**src/rtl/clkdiv_pkg.sv**
```systemverilog
// Shared constants for the clkdiv_strobes divider slice.
package clkdiv_pkg;
  localparam int unsigned CNT_W_DEF = 16;
  localparam int unsigned NCH_MAX   = 8;
  localparam int unsigned CH_W      = 3;

  typedef logic [CH_W-1:0] ch_idx_t;
endpackage

```
**src/rtl/clkdiv_chan.sv**
```systemverilog
// One divider channel: counter, active/pending divisor, strobe and square wave.
// Square-wave flop exists only when CLKDIV_SQW_EN is defined.
module clkdiv_chan #(
  parameter int unsigned CNT_W   = 16,
  parameter int unsigned DEF_DIV = 4
) (
  input  logic             i_clk,
  input  logic             i_rst,
  input  logic             i_run,
  input  logic             i_sync,
  input  logic             i_wr,
  input  logic [CNT_W-1:0] i_wdata,
  output logic             o_strobe,
  output logic             o_sqw,
  output logic             o_pend
);
  logic [CNT_W-1:0] r_div;
  logic [CNT_W-1:0] r_pdiv;
  logic [CNT_W-1:0] r_cnt;
  logic             r_pend;
  logic             r_strobe;

  logic             w_en;
  logic             w_wrap;
  logic [CNT_W-1:0] w_next_div;
  logic             w_next_on;

  assign w_en       = (r_div != '0);
  assign w_wrap     = i_run && w_en && (r_cnt == r_div - CNT_W'(1));
  // Divisor in force after this wrap; a pending zero disables the channel there.
  assign w_next_div = r_pend ? r_pdiv : r_div;
  assign w_next_on  = (w_next_div != '0);

  always_ff @(posedge i_clk) begin
    if (i_rst) begin
      r_div    <= CNT_W'(DEF_DIV);
      r_pdiv   <= '0;
      r_pend   <= 1'b0;
      r_cnt    <= '0;
      r_strobe <= 1'b0;
    end else if (i_sync) begin
      r_cnt    <= '0;
      r_strobe <= 1'b0;
      r_pend   <= 1'b0;
      if (i_wr)        r_div <= i_wdata;
      else if (r_pend) r_div <= r_pdiv;
    end else if (!w_en) begin
      r_cnt    <= '0;
      r_strobe <= 1'b0;
      if (i_wr) r_div <= i_wdata;
    end else begin
      r_strobe <= w_wrap && w_next_on;
      if (w_wrap) begin
        r_cnt  <= '0;
        r_div  <= w_next_div;
        r_pend <= 1'b0;
      end else if (i_run) begin
        r_cnt <= r_cnt + CNT_W'(1);
      end
      // A write landing on a wrap edge is held for the following wrap.
      if (i_wr) begin
        r_pdiv <= i_wdata;
        r_pend <= 1'b1;
      end
    end
  end

`ifdef CLKDIV_SQW_EN
  logic r_sqw;

  always_ff @(posedge i_clk) begin
    if (i_rst || i_sync || !w_en) r_sqw <= 1'b0;
    else if (w_wrap)              r_sqw <= w_next_on ? ~r_sqw : 1'b0;
  end

  assign o_sqw = r_sqw;
`else
  assign o_sqw = 1'b0;
`endif

  assign o_strobe = r_strobe;
  assign o_pend   = r_pend;
endmodule

```
**src/rtl/clkdiv_strobes.sv**
```systemverilog
// Multi-channel strobe generator: config decode and sync fan-out over clkdiv_chan.
// Optional square-wave outputs enabled by macro CLKDIV_SQW_EN.
module clkdiv_strobes
  import clkdiv_pkg::*;
#(
  parameter int unsigned NCH     = 2,
  parameter int unsigned CNT_W   = CNT_W_DEF,
  parameter int unsigned DEF_DIV = 4
) (
  input  logic             clkin,
  input  logic             greset,
  input  logic             run,
  input  logic             sync,
  input  logic             cfg_we,
  input  ch_idx_t          cfg_ch,
  input  logic [CNT_W-1:0] cfg_div,
  output logic [NCH-1:0]   strobe,
  output logic [NCH-1:0]   sqw,
  output logic [NCH-1:0]   pend
);
  logic [NCH-1:0] w_wr;

  // Indices >= NCH match no channel, so such writes fall away here.
  for (genvar gi = 0; gi < NCH; gi++) begin : g_chan
    assign w_wr[gi] = cfg_we && (cfg_ch == ch_idx_t'(gi));

    clkdiv_chan #(
      .CNT_W   (CNT_W),
      .DEF_DIV (DEF_DIV)
    ) u_chan (
      .i_clk    (clkin),
      .i_rst    (greset),
      .i_run    (run),
      .i_sync   (sync),
      .i_wr     (w_wr[gi]),
      .i_wdata  (cfg_div),
      .o_strobe (strobe[gi]),
      .o_sqw    (sqw[gi]),
      .o_pend   (pend[gi])
    );
  end
endmodule

```
**config.mk**
```make
export PLATFORM = sky130hd
export DESIGN_NAME = clkdiv_strobes
export DESIGN_NICKNAME = d
export VERILOG_FILES = /design/src/rtl/clkdiv_pkg.sv /design/src/rtl/clkdiv_chan.sv /design/src/rtl/clkdiv_strobes.sv
export SDC_FILE = /design/constraint.sdc
export NUM_CORES = 1
export LEC_CHECK = 0
export ABC_AREA = 1
export CAP_MARGIN = 20
export CORE_ASPECT_RATIO = 1.25
export CORE_MARGIN = 2
export CORE_UTILIZATION = 49
export CTS_CLUSTER_DIAMETER = 50
export DETAILED_ROUTE_END_ITERATION = 10
export HOLD_SLACK_MARGIN = 0.12
export PLACE_DENSITY = 0.75
export SYNTH_ARGS = -nofsm -noshare
export SYNTH_HDL_FRONTEND = slang
export SYNTH_SLANG_ARGS = --single-unit
export TNS_END_PERCENT = 20
```
**constraint.sdc**
```tcl
create_clock -name clkin -period 4.9 [get_ports clkin]
set_input_delay 0.98 -clock clkin [delete_from_list [all_inputs] [get_ports clkin]]
set_output_delay 0.98 -clock clkin [all_outputs]
set_load 0.02 [all_outputs]
```
==> results.yml <==
synthesis:
  netlist_instances: 1028
  synth_area_um2: 6450
  ys_ff_latch: 100
  yosys_warnings: 0
  yosys.area.top_type: "dfxtp_1"
  synth.distinct_cells: 42
  ys_seq_area_share_pct: 31.1
  ys_top_cells_by_area: "dfxtp_1 31%, nand2_1 16%, o21ai_0 6.8%, nor2_1 6.7%, inv_1 6.6%"
  synth.top_cell.area_share_pct: 31.1
  syn-mean-instance-area_um2: 6.27
clock_tree:
  cts_buffers: 9
  post_cts_buffers: 0
  clockBufferDepth: 2
  cts_resized: 0
  cts_tree: "done"
  cts_hold_buf: 0
  clock_latency_ns: 0.36
  cts-root-buf: "clkbuf_16"
  clock-sinks: 100
  clk_pin_slew_worst_paths_ns: 0.07
  cts_htree_levels: 3
floorplanning:
  start_util_pct: 50.5
  rows: 46
  pin_count: 30
  die_area_um2: 14100
  core_area_um2: 12800
  die_h_um: 132
  fp.dieW_um: 107
routing:
  detail-route-antenna-nets: 0
  routed_wl_mm: 16.4
  first_pass_iters: 5
  drt-initial-drc-count: 456
  vias_per_cell: 5.28
  route.detailed.drc: 0
  vias: 6330
  wire_per_inst_um: 13.6
layout:
  layout-drive-gt1-share_pct: 7.57
  area_growth_pct: 8.50
  num-nets-final: 1054
  antenna_cells: 0
global_route:
  grt_pass1_vias: 5876
  overflow: 0
  grt_max_degree: 62
  grt_use_total_pct: 23.8
  antenna_found_initial: 0
  grt_pass1_wl_mm: 27.6
critical_path:
  cp_max_fo: 35
  worstPathRequired_ns: 5.13
  critPathLaunchType: "primary input"
  worstPathArrival_ns: 3.37
  path_class: "in2reg"
  end_kind: "register"
sta:
  period_needed_ns: 3.14
  final_hold_viol_count: 0
  fmax_mhz: 318
  slew_headroom_pct: 28.8
  setup_violations: 0
  rsz0062_at_grt: "no"
  drv_slew: 0
  tightestPinTransition_ns: 1.07
  finalClockSkew_ns: 0.0144
  fin_tns_setup_ns: 0
  fin_crit_sh_pct: 64.1
  worst_slack_ns: 1.76
min_path:
  hold_path.class: "reg2reg"
job:
  drv_cap: 0
pwr:
  power_leakage_nw: 2.98
  vdd_ir_drop_max_mv: 0.171
  power.density_nw_per_um2: 276
placed_design:
  dpl.hpwl_mm: 12.0
  dpl_worst_slack_ns: 1.41
  numPortBuffers: 27
  gp_congestion: 0.873
status:
  status: "finished clean"
## power breakdown
group	switching, W	internal [W]	total (W)
Sequential	0.0000327	0.000838	0.000870
Combinational	0.000199	0.000114	0.000313
Clock	0.000345	0.000404	0.000749
## sequential cells by signal (all words and copies together) (netlist names)
register and flops:
g_chan.u_chan.r_cnt 32, g_chan.u_chan.r_div 32, g_chan.u_chan.o_strobe 2, g_chan.u_chan.r_pdiv 32, g_chan.u_chan.o_pend 2
## worst max-delay path: stages
cell and delay, ns:
clkdlybuf4s50_1 0.63, inv_2 0.14, a21oi_1 0.15, nand3_1 0.10
nor2_1 0.10, nand2_1 0.06, nor2_1 0.09, nand2_1 0.07
nor2_2 0.12, nand3_4 0.38, nand2_2 0.45, nor3_1 0.09
## cells in the mapped netlist (all sizes together)
cell	n
nor4	6
nand2	275
nand4	12
nor3	25
a211oi	1
and3	1
clkbuf	18
clkinv	2
inv	123
a21boi	1
dfxtp	100
a21o	1
or2	8
nand3b	3
xor2	23
conb	1
mux2i	1
buf	26
xnor2	11
o21bai	2
nand3	79
and2	2
nor2	134
a21oi	73
o21ai	96
ha	4
## stage by stage
stage	std cells	total power, W	util, %	cell area [um^2]	hold WS (ns)
detailed placement	1183	0.00120	52.4	6690	0.452
finish	1199	0.00193	54.7	6990	0.464
floorplan	1029	0.00112	-	6450	0.429
global placement	1183	0.00119	52.4	6690	0.442
global route	1199	0.00202	54.7	6990	0.495
CTS	1199	0.00194	54.7	6990	0.463
## per-layer routing
metal / part of all wire (%) / track usage (%) / wire length (um) / vias up
li1: - / - / - / 3275
met1: 43 / 29.5 / 7070 / 2862
met2: 49 / 41.6 / 8050 / 154
met3: 4.6 / 3.31 / 756 / 39
met4: 2.9 / 9.02 / 476 / 0
met5: 0 / 0 / 0 / -
## cell type report
| cell class | count | area, um^2 |
|---|---|---|
| Tap cell | 168 | 210 |
| Timing Repair Buffer | 30 | 293 |
| Sequential cell | 100 | 2000 |
| Clock inverter | 7 | 80.1 |
| Fill cell | 1335 | 5780 |
| Inverter | 125 | 469 |
| Clock buffer | 9 | 225 |
| Multi-Input combinational cell | 760 | 3710 |
## cell families after synthesis
group / after synthesis / share of synthesized area [%]
adder cells (fa/ha/maj): 4 / 0.776
buffers and inverters: 169 / 11.4
flip-flops: 100 / 31.1
AND/OR/NAND/NOR: 545 / 38.1
multiplexers: 1 / 0.155
other: 1 / 0.0582
AO/OA/AOI/OAI: 174 / 13.8
XOR/XNOR: 34 / 4.62
## worst paths after layout
kind	startpoint	slack, ns	cells after the start	endpoint
max	run	1.76	12	g_chan[1].u_chan.r_cnt[13]
min	g_chan[0].u_chan.r_pdiv[9]	0.46	2	g_chan[0].u_chan.r_pdiv[9]
max reg2reg	g_chan[1].u_chan.r_div[0]	2.28	14	g_chan[1].u_chan.r_cnt[13]
min reg2reg	g_chan[0].u_chan.r_pdiv[9]	0.46	2	g_chan[0].u_chan.r_pdiv[9]
## cell usage in the layout (no fill, tap or decap), types with 2 or more instances in the layout
| cell | netlist | layout |
|---|---|---|
| nand2_1 | 270 | 270 |
| nor2_1 | 115 | 115 |
| inv_1 | 114 | 114 |
| dfxtp_1 | 100 | 100 |
| o21ai_0 | 88 | 88 |
| a21oi_1 | 73 | 73 |
| nand3_1 | 63 | 63 |
| clkdlybuf4s50_1 | 0 | 27 |
| xor2_1 | 23 | 23 |
| nor3_1 | 23 | 23 |
| nor2_2 | 16 | 16 |
| nand3_2 | 14 | 14 |
| xnor2_1 | 11 | 11 |
| nand4_1 | 11 | 11 |
| inv_2 | 9 | 9 |
| clkbuf_16 | 0 | 9 |
| o21ai_1 | 7 | 7 |
| nor4_1 | 5 | 5 |
| nand2_2 | 4 | 4 |
| or2_2 | 4 | 4 |
| ha_1 | 4 | 4 |
| nor2_4 | 3 | 3 |
| nand3b_1 | 3 | 3 |
| or2_0 | 3 | 3 |
| buf_4 | 14 | 3 |
| and2_1 | 2 | 2 |
| clkinv_1 | 2 | 2 |
| nor3_2 | 2 | 2 |
| o21bai_1 | 2 | 2 |
| nand3_4 | 2 | 2 |
| conb_1 | 1 | 2 |
| inv_6 | 0 | 2 |
No activity file was read; power rests on OpenSTA's default activity.
